## src/rtl/reg_write_decoder.sv

```systemverilog
// reg_write_decoder: 5:32 destination decoder and write scoreboard for the register file write port.
//   clk          in   rising-edge clock
//   reset        in   asynchronous active-high reset, clears all state
//   issue_valid  in   issue stage presents a destination code
//   issue_code   in   destination register number
//   issue_ready  out  combinational, destination may be reserved (~busy[issue_code])
//   wb_valid     in   writeback of wb_code this cycle
//   wb_code      in   register being written back
//   wr_en        out  registered one-hot register-file write enable
//   busy         out  registered scoreboard, bit i = write to register i outstanding
//   pending      out  registered popcount of busy
//   wb_err       out  sticky, writeback seen to a non-busy register
// Optional macro R0_HARDWIRE_EN: register 0 is a hardwired zero and is never tracked or written.
module reg_write_decoder (
    input  logic        clk,
    input  logic        reset,
    input  logic        issue_valid,
    input  logic [4:0]  issue_code,
    output logic        issue_ready,
    input  logic        wb_valid,
    input  logic [4:0]  wb_code,
    output logic [31:0] wr_en,
    output logic [31:0] busy,
    output logic [5:0]  pending,
    output logic        wb_err
);
    logic [31:0] issue_oh, wb_oh, busy_next, wr_en_next;
    logic [5:0]  pending_next;
    logic        issue_set, wb_act, wb_clear, wb_err_next;

    assign issue_oh = 32'b1 << issue_code;
    assign wb_oh    = 32'b1 << wb_code;

    // No writeback bypass: a same-cycle writeback of a busy register still stalls the issue.
    assign issue_ready = ~busy[issue_code];

`ifdef R0_HARDWIRE_EN
    assign issue_set = issue_valid & issue_ready & (issue_code != 5'd0);
    assign wb_act    = wb_valid & (wb_code != 5'd0);
`else
    assign issue_set = issue_valid & issue_ready;
    assign wb_act    = wb_valid;
`endif

    assign wb_clear = wb_act & busy[wb_code];

    // Clear before set: an issue and a spurious writeback to the same idle register leave it busy.
    always_comb begin
        busy_next    = (busy & ~(wb_act ? wb_oh : 32'b0)) | (issue_set ? issue_oh : 32'b0);
        wr_en_next   = wb_act ? wb_oh : 32'b0;
        wb_err_next  = wb_err | (wb_act & ~busy[wb_code]);
        pending_next = (issue_set && !wb_clear) ? pending + 6'd1 :
                       (wb_clear && !issue_set) ? pending - 6'd1 : pending;
    end

    always_ff @(posedge clk or posedge reset) begin
        if (reset) begin
            busy    <= '0;
            wr_en   <= '0;
            pending <= '0;
            wb_err  <= 1'b0;
        end else begin
            busy    <= busy_next;
            wr_en   <= wr_en_next;
            pending <= pending_next;
            wb_err  <= wb_err_next;
        end
    end
endmodule

```

## config.mk

```make
export PLATFORM = sky130hd
export DESIGN_NAME = reg_write_decoder
export DESIGN_NICKNAME = d
export VERILOG_FILES = /design/src/rtl/reg_write_decoder.sv
export SDC_FILE = /design/constraint.sdc
export NUM_CORES = 1
export LEC_CHECK = 0
export CELL_PAD_IN_SITES_DETAIL_PLACEMENT = 1
export CELL_PAD_IN_SITES_GLOBAL_PLACEMENT = 2
export CORE_MARGIN = 1.5
export CORE_UTILIZATION = 31
export DETAILED_ROUTE_END_ITERATION = 16
export PLACE_DENSITY_LB_ADDON = 0.1
export REMOVE_ABC_BUFFERS = 1
export SLEW_MARGIN = 20
export SYNTH_ARGS = -nofsm -noshare
export SYNTH_HDL_FRONTEND = slang
export SYNTH_SLANG_ARGS = --single-unit
```

## constraint.sdc

```tcl
create_clock -name clk -period 3.9 [get_ports clk]
set_clock_uncertainty 0.15 [all_clocks]
set_input_delay 0.78 -clock clk [delete_from_list [all_inputs] [get_ports clk]]
set_output_delay 0.78 -clock clk [all_outputs]
set_load 0.03 [all_outputs]
```

Yosys cells after proc, flatten, opt, wreduce, memory -nomap -nowiden
Index checks and enable logic that the tools add are counted.
{"block": "classes", "add_sub_neg": 2, "multipliers": 0, "div": 0, "magnitude_cmp": 2, "n_eq_ne": 0, "n_shift": 2, "mux": 8, "n_bitwise": 9, "reduce_logical": 5}
{"cell": "$mux 32", "n": 2}
{"cell": "$shl 1x5->32 const A", "n": 2}
{"cell": "$and 32x32->32", "n": 1}
{"cell": "$not 32->32", "n": 1}
{"cell": "$or 32x32->32", "n": 1}
{"cell": "$lt 5x6->1 const B", "n": 2}
{"cell": "$mux 6", "n": 2}
{"cell": "$bmux 1 s5", "n": 2}
{"cell": "$add 6x1->6 const B", "n": 1}
{"cell": "$sub 6x1->6 const B", "n": 1}
{"cell": "$and 1x1->1", "n": 3}
{"cell": "$logic_and 1x1->1", "n": 2}
{"cell": "$logic_not 1->1", "n": 2}
{"cell": "$mux 1", "n": 2}
{"cell": "$not 1->1", "n": 2}
{"cell": "$reduce_bool 2->1", "n": 1}
{"cell": "$or 1x1->1", "n": 1}
{"block": "totals", "ff_bits": 71, "latch_bits": 0, "ramBits": 0, "mem_bits_ro": 0, "in_bits": 14, "output_inout_bits": 72, "word_cells": 32, "n_memories": 0}

Longest topological paths before layout
Gate-level depths: netlist of run 1.
{"block": "depth", "ltp_word": 8, "depth_mapped": 14, "ltp_nobuf": 13}

Least setup slack after synthesis of run 1
No wires, ideal clock.
{"block": "synth_path", "kind": "input -> register", "from": "input wb_code[0]", "to": "register pending[5]", "setup_ns": 0.080, "arrival_time_ns": 3.498, "required_ns": 3.670, "path_slack_ns": 0.172, "stages": 14, "n_path_buf": 1, "path_cell_list": "buf_6 -> mux4_1 -> mux2_2 -> nor3b_1 -> nor4_1 -> nand2_1 -> ha_1 -> inv_1 -> ha_1 -> a21o_1 -> a21oi_1 -> or4_1 -> nand3_1 -> xor2_1"}
{"block": "synth_between", "elab_chain_len": 6, "word_cells_on_any_way": 8, "classes_between": "mux (3); bitwise (1); reduce/logical (4)"}
{"item": "start: declaration", "line_no": "21", "text": "input logic [4:0] wb_code,"}
{"item": "$bmux 1 s5 (*)", "line_no": "45", "text": "assign wb_clear = wb_act & busy[wb_code];"}
{"item": "$mux 1 (not written as such) (*)", "line_no": "45"}
{"item": "$and 1x1->1 (*)", "line_no": "45"}
{"item": "$logic_not 1->1", "line_no": "52", "text": "pending_next = (issue_set && !wb_clear) ? pending + 6'd1 :"}
{"item": "$logic_and 1x1->1", "line_no": "52"}
{"item": "$mux 6 / $reduce_bool 2->1 (equally long branches)"}
{"item": "end signal: assignment", "line_no": "65", "text": "pending <= pending_next;"}
{"item": "end: declaration", "line_no": "24", "text": "output logic [5:0] pending,"}
Every way passes the cells marked *; elsewhere a longest branch is shown, timed or not. The select of a mux whose other input is x is not followed.
A chain may end at the register's enable or synchronous reset.

Final worst setup path of run 1
{"block": "layout_path", "from": "input issue_code[1]", "to": "output issue_ready"}
{"block": "layout_between", "elab_chain_len": 3}
{"item": "start: declaration", "line_no": "18", "text": "input logic [4:0] issue_code,"}
{"item": "$bmux 1 s5", "line_no": "35", "text": "assign issue_ready = ~busy[issue_code];"}
{"item": "$mux 1 (not written as such)", "line_no": "35"}
{"item": "$not 1->1", "line_no": "35"}
{"item": "end: declaration", "line_no": "19", "text": "output logic issue_ready,"}
No other way between the ends. The select of a mux whose other input is x is not followed.

==> flow_summary.json, run 1 <==
{
  "irDropWorstVdd_v": 0.000213,
  "timing.critical_path.arrival_ns": 2.90,
  "grt_antenna_before_repair": 0,
  "seqPwrFrac_pct": 36.6,
  "finalNetCount": 452,
  "post-dp-hpwl_um": 8340,
  "detail_route.first_pass.iterations": 4,
  "r2r-start": "busy[2]",
  "globalRouteOverflowTotal": 0,
  "largest_area_contributor_in_the_synthesized_netlist": "sky130_fd_sc_hd__dfrtp_1",
  "io-pin-count": 86,
  "global_route.usage.total_pct": 20.7,
  "postLayoutCoreUtil_pct": 45.5,
  "first_iter_violations": 110,
  "static_leakage_uw": 0.00210,
  "cts_num_sinks": 71,
  "timing.setup.critical_path_class": "in -> out",
  "clock_path_buffers": 2,
  "gp_congestion": 0.855,
  "powerDensity_mw_per_mm2": 558,
  "critPathLaunch": "issue_code[1]",
  "drc": 0,
  "critPathLaunchType": "input port",
  "layout_commonest_cell": "sky130_fd_sc_hd__clkdlybuf4s50_1",
  "synth.yosys.seq_area_share_pct": 52.0,
  "yosysUniqueCellTypes": 48,
  "p_switching_uw": 1010,
  "die_w_um": 108,
  "power.share.clock_pct": 23.1,
  "max_slew_margin_pct": 41.5,
  "route.vias.total": 2934,
  "grt_pass1_vias": 3021,
  "fmaxAchievable_mhz": 261,
  "wire_per_inst_um": 19.8,
  "comb_power_share_pct": 40.3,
  "core-area_mm2": 0.0108,
  "htree_levels": 3,
  "mostFrequentLayoutCells": "82 x sky130_fd_sc_hd__clkdlybuf4s50_1, 71 x sky130_fd_sc_hd__dfrtp_1, 47 x sky130_fd_sc_hd__o21ai_0",
  "final.min_clock_period_ns": 3.83,
  "critical_path_capture_point_type": "output pin",
  "drv_slew": 0,
  "clk_pin_slew_ns": 0.08,
  "r2r_slack_ns": 0.60,
  "die_y_um": 108,
  "run_status": "finished, final reports clean",
  "starting_utilization_of_the_core_area_pct": 31.7,
  "power_switching_share_pct": 37.0,
  "timing.final.setup_violations": 0,
  "portBuffers": 85,
  "timing.hold.worst_path_depth": 1,
  "finalCritPeriodShare_pct": 98.2,
  "ff2ff_path_depth": 13,
  "tritoncts.num_buffers": 9,
  "syn_to_final_growth_pct": 43.8,
  "cell_internal_pwr_uw": 1730,
  "cap_viol_max_count": 0,
  "die-area_mm2": 0.0117,
  "yosysTopAreaCellShare_pct": 52.0,
  "grt_max_degree": 72,
  "layout-drive-gt1-share_pct": 18.8,
  "synth.top_cells.by_area": "sky130_fd_sc_hd__dfrtp_1 52%, sky130_fd_sc_hd__o21ai_0 7.0%, sky130_fd_sc_hd__mux4_1 6.2%",
  "grt_first_pass_wirelength_um": 17700,
  "timing.critical_path.fanout_max": 6,
  "holdCritPathClass": "reg -> reg",
  "beginning_of_the_worst_hold_path": "pending[5]",
  "num_antenna_cells": 0,
  "placement_rows": 38,
  "vias_per_cell": 5.08,
  "mean_area_per_synthesized_cell_um2": 10.9,
  "cts_tree": "built",
  "fin_total_pwr_uw": 2740,
  "holdPathEnd": "pending[5]",
  "required_time_at_the_worst_slack_endpoint_ns": 2.97,
  "syn-instance-count": 313,
  "insertion_delay_ns": 0.35,
  "reg2reg_to": "pending[5]",
  "tightest_slew_ns": 0.877,
  "routed_wl_um": 11400,
  "cts.root.buffer_cell": "sky130_fd_sc_hd__clkbuf_8",
  "postSynthRegisterBits": 71,
  "synth_area_mm2": 0.00342,
  "drt.antenna.violating_nets": 0,
  "fillerInstances": 1224,
  "hold_violations": 0,
  "synth-warning-count": 0
}
[synthesized netlist by cell type, drive strengths merged]
master and instances:
a2111oi 1, and2b 1, fa 1, xnor2 3, o31ai 2, o21ai 65
mux4 15, nand3 9, ha 5, dfrtp 71, mux2 3, o2111ai 3
inv 10, or4 1, nand2 25, o21a 1, nor3 1, nor2b 2
o41ai 2, nor2 42, nor3b 3, a21o 1, clkbuf 8, mux2i 3
a41o 1, a31oi 2, or3 1, buf 8, nand4 1, o21bai 1
nor4 3, a21oi 2, xor2 2, nand3b 2, o22a 1, and3 2
nand2b 4, and2 2, or2 3
[critical path, stage by stage]
cell and delay [ns]:
sky130_fd_sc_hd__clkdlybuf4s50_1 0.41, sky130_fd_sc_hd__buf_6 0.15, sky130_fd_sc_hd__mux4_2 0.33, sky130_fd_sc_hd__nand2_1 0.05, sky130_fd_sc_hd__and2_1 0.17, sky130_fd_sc_hd__mux4_2 0.50
sky130_fd_sc_hd__buf_4 0.15, sky130_fd_sc_hd__or2_1 0.21, sky130_fd_sc_hd__buf_6 0.14
[per-stage QoR]
step | instance area, um2 | instances | hold slack (ns) | worst slack [ns] | setup TNS (ns)
CTS | 4870 | 576 | 0.346 | 0.0146 | 0
finish | 4910 | 577 | 0.339 | 0.0712 | 0
global placement | 4630 | 559 | 0.342 | -0.483 | -1.65
detailed placement | 4630 | 559 | 0.322 | -0.568 | -1.96
global route | 4910 | 577 | 0.369 | -0.0201 | -0.0391
floorplan | 3330 | 297 | 0.499 | 0.242 | 0
[power by group through the flow]
stage	registers [uW]	clock network [uW]	logic, uW
global placement	1020	0	1050
detailed placement	1010	0	1060
global route	1020	675	1190
floorplan	1180	0	378
CTS	1000	643	1080
finish	1000	635	1100
[state kept, by name, summed over array words and instances, names as in the netlist]
name	count
pending	6
wb_err	1
wr_en	32
busy	32
[area by class of cell]
| cell class | instances | area, um2 | area share (%) |
|---|---|---|---|
| Sequential cell | 71 | 1780 | 36.2 |
| Multi-Input combinational cell | 216 | 1560 | 31.7 |
| Timing Repair Buffer | 124 | 1150 | 23.4 |
| Tap cell | 140 | 175 | 3.56 |
| Clock buffer | 12 | 165 | 3.36 |
| Clock inverter | 4 | 51.3 | 1.04 |
| Inverter | 10 | 40.0 | 0.815 |
[logic make-up (layout without fill, tap and decap cells)]
kind of cell,Yosys count,after routing,share of synthesized area (%)
simple gates,102,102,14.0
buf+inv,26,150,3.73
mux,21,21,12.6
compound gates,82,82,14.0
fa+ha+maj,6,6,2.42
flops,71,71,52.0
xor+xnor,5,5,1.28
[what timing repair did]
| item | 4_1_cts | 5_1_grt |
|---|---|---|
| hold buffers | 0 | 0 |
| cloned | 0 | 0 |
| gates resized for setup | 8 | 7 |
| setup buffers | 2 | 1 |
| setup endpoints to repair | 3 | 3 |
| pin swaps | 3 | 2 |
[worst max-delay path by stage]
stage	slack (ns)	endpoint
after CTS	0.01	pending[5]
after floorplan	0.24	pending[5]
final	0.07	issue_ready
after detailed placement	-0.57	pending[5]
after global routing	-0.02	pending[4]
after global placement	-0.48	pending[5]
[routing by layer]
| metal | GRT usage [%] | wire [um] |
|---|---|---|
| met1 | 27.2 | 5200 |
| met2 | 34.2 | 5540 |
| met3 | 4.40 | 514 |
| met4 | 6.77 | 155 |
| met5 | 0 | 0 |
(Power assumes the default switching activity.)
==> run 2, diff against run 1 <==
CAP_MARGIN = 5   (was unset)
PLACE_DENSITY_LB_ADDON = 0.15   (was 0.1)
clock period = 3.75 ns   (was 3.9 ns; I/O delays follow)
==> run 2 against run 1 <==
  * Sequential cell count is the same
  * Cell count increased by 0.17%
  * Clock-buffer cell count shrank 3
  * Worst setup slack improved by 0.073 ns
  * Global-route usage grew 0.28 points
  * Register-to-register slack worse by 0.02 ns
==> flow_summary.json, run 2 (synthesis results as in run 1) <==
{
  "drt.antenna.violating_nets": 0,
  "grt_first_pass_wirelength_um": 18100,
  "routed_wl_um": 11400,
  "fmaxAchievable_mhz": 277,
  "wire_per_inst_um": 19.7,
  "portBuffers": 85,
  "required_time_at_the_worst_slack_endpoint_ns": 3.88,
  "holdCritPathClass": "reg -> reg",
  "io-pin-count": 86,
  "detail_route.first_pass.iterations": 4,
  "die_w_um": 108,
  "core-area_mm2": 0.0108,
  "grt_pass1_vias": 3178,
  "timing.critical_path.fanout_max": 9,
  "cts.root.buffer_cell": "sky130_fd_sc_hd__clkbuf_8",
  "grt_max_degree": 38,
  "clk_pin_slew_ns": 0.08,
  "postPlaceCellArea_mm2": 0.00464,
  "first_iter_violations": 156,
  "drc": 0,
  "die-area_mm2": 0.0117,
  "finalCritPeriodShare_pct": 96.1,
  "fin_area_mm2": 0.00498,
  "powerDensity_mw_per_mm2": 576,
  "globalRouteOverflowTotal": 0,
  "placement_rows": 38,
  "postLayoutCoreUtil_pct": 46.1,
  "tritoncts.num_buffers": 9,
  "clock_path_buffers": 2,
  "top_regs": "busy (32), wr_en (32), pending (6)",
  "static_leakage_uw": 0.00211,
  "cap_viol_max_count": 0,
  "final_cell_count_no_fill": 578,
  "place_ws_ns": -0.667,
  "timing.setup.critical_path_class": "in -> reg",
  "route.vias.total": 2953,
  "tightest_slew_ns": 0.789,
  "run_status": "finished, final reports clean",
  "drv_slew": 0,
  "mostFrequentLayoutCells": "80 x sky130_fd_sc_hd__clkdlybuf4s50_1, 71 x sky130_fd_sc_hd__dfrtp_1, 48 x sky130_fd_sc_hd__o21ai_0",
  "max_slew_margin_pct": 47.3,
  "layout-drive-gt1-share_pct": 22.1,
  "timing.final.setup_violations": 0,
  "final.min_clock_period_ns": 3.61,
  "cts_num_sinks": 71,
  "vias_per_cell": 5.11,
  "layout_commonest_cell": "sky130_fd_sc_hd__clkdlybuf4s50_1",
  "gp_congestion": 0.843,
  "placedCellCount": 557,
  "finalSetupTns_ns": 0,
  "grt_antenna_before_repair": 0,
  "finalNetCount": 453,
  "syn_to_final_growth_pct": 45.7,
  "critPathLaunchType": "input port",
  "post-dp-hpwl_um": 8220,
  "critical_path_capture_point_type": "flop",
  "global_route.usage.total_pct": 21.0,
  "starting_utilization_of_the_core_area_pct": 31.7,
  "insertion_delay_ns": 0.35,
  "cts_tree": "built",
  "num_antenna_cells": 0,
  "grt_setup_unrepaired": "no",
  "timing.critical_path.arrival_ns": 3.73,
  "die_y_um": 108,
  "irDropWorstVdd_v": 0.000240,
  "htree_levels": 3,
  "setup_slack_ns": 0.144,
  "hold_violations": 0
}
## run 2: power breakdown
group	leakage, uW	switching (uW)	internal [uW]	total, uW
Combinational	0.00108	619	571	1190
Clock	0.000101	323	314	637
Sequential	0.000930	153	886	1040
Total	0.00211	1100	1770	2870
## run 2: metrics by stage
stage	power (uW)	hold WS, ns
after floorplan	1620	0.499
after global placement	2140	0.326
after detailed placement	2150	0.322
after CTS	2860	0.339
after global routing	3030	0.366
final	2870	0.340
## run 2: layout make-up
class,count,area [um2]
clock buffers,9,124
clock inverters,7,77.6
fillers,1205,5820
inverters,10,42.5
multi-input cells,216,1590
flip-flops and latches,71,1780
well taps,140,175
repair buffers,125,1190
## run 2: path summary, 6_finish.rpt
path / from / to / slack (ns) / depth (start not counted)
setup / recovery: wb_code[1] / pending[5] / 0.14 / 15
hold / removal: pending[5] / pending[5] / 0.34 / 1
setup reg to reg: busy[16] / pending[5] / 0.58 / 13
hold reg to reg: pending[5] / pending[5] / 0.34 / 1
max in group asynchronous: reset / busy[15] / 2.06 / 3
min in group asynchronous: reset / wr_en[18] / 0.72 / 2
## run 2: layer usage
metal	share of wire (%)	wire length (um)	vias to the layer above	GRT usage [%]
met5	0	0	-	0
met4	1.6	182	0	7.05
met3	4.6	526	14	2.53
met2	49	5540	103	35.3
met1	45	5120	1483	28.2
li1	-	-	1353	-
## run 2: worst max-delay path, stage by stage
cell and delay [ns]:
sky130_fd_sc_hd__clkdlybuf4s50_1 0.49, sky130_fd_sc_hd__buf_6 0.15, sky130_fd_sc_hd__mux4_2 0.29, sky130_fd_sc_hd__mux2_4 0.29
sky130_fd_sc_hd__nor3b_2 0.21, sky130_fd_sc_hd__nor4_2 0.08, sky130_fd_sc_hd__nand2_1 0.12, sky130_fd_sc_hd__ha_4 0.17
sky130_fd_sc_hd__inv_6 0.05, sky130_fd_sc_hd__ha_1 0.28, sky130_fd_sc_hd__a21o_1 0.13, sky130_fd_sc_hd__a21oi_2 0.06
sky130_fd_sc_hd__or4_1 0.40, sky130_fd_sc_hd__nand3_1 0.11, sky130_fd_sc_hd__xor2_1 0.15
## run 2: timing repair
item | 4_1_cts | 5_1_grt
setup buffers | 4 | 1
hold buffers | 0 | 0
pin swaps | 10 | 5
resized for setup | 29 | 8
setup endpoints to repair | 4 | 3
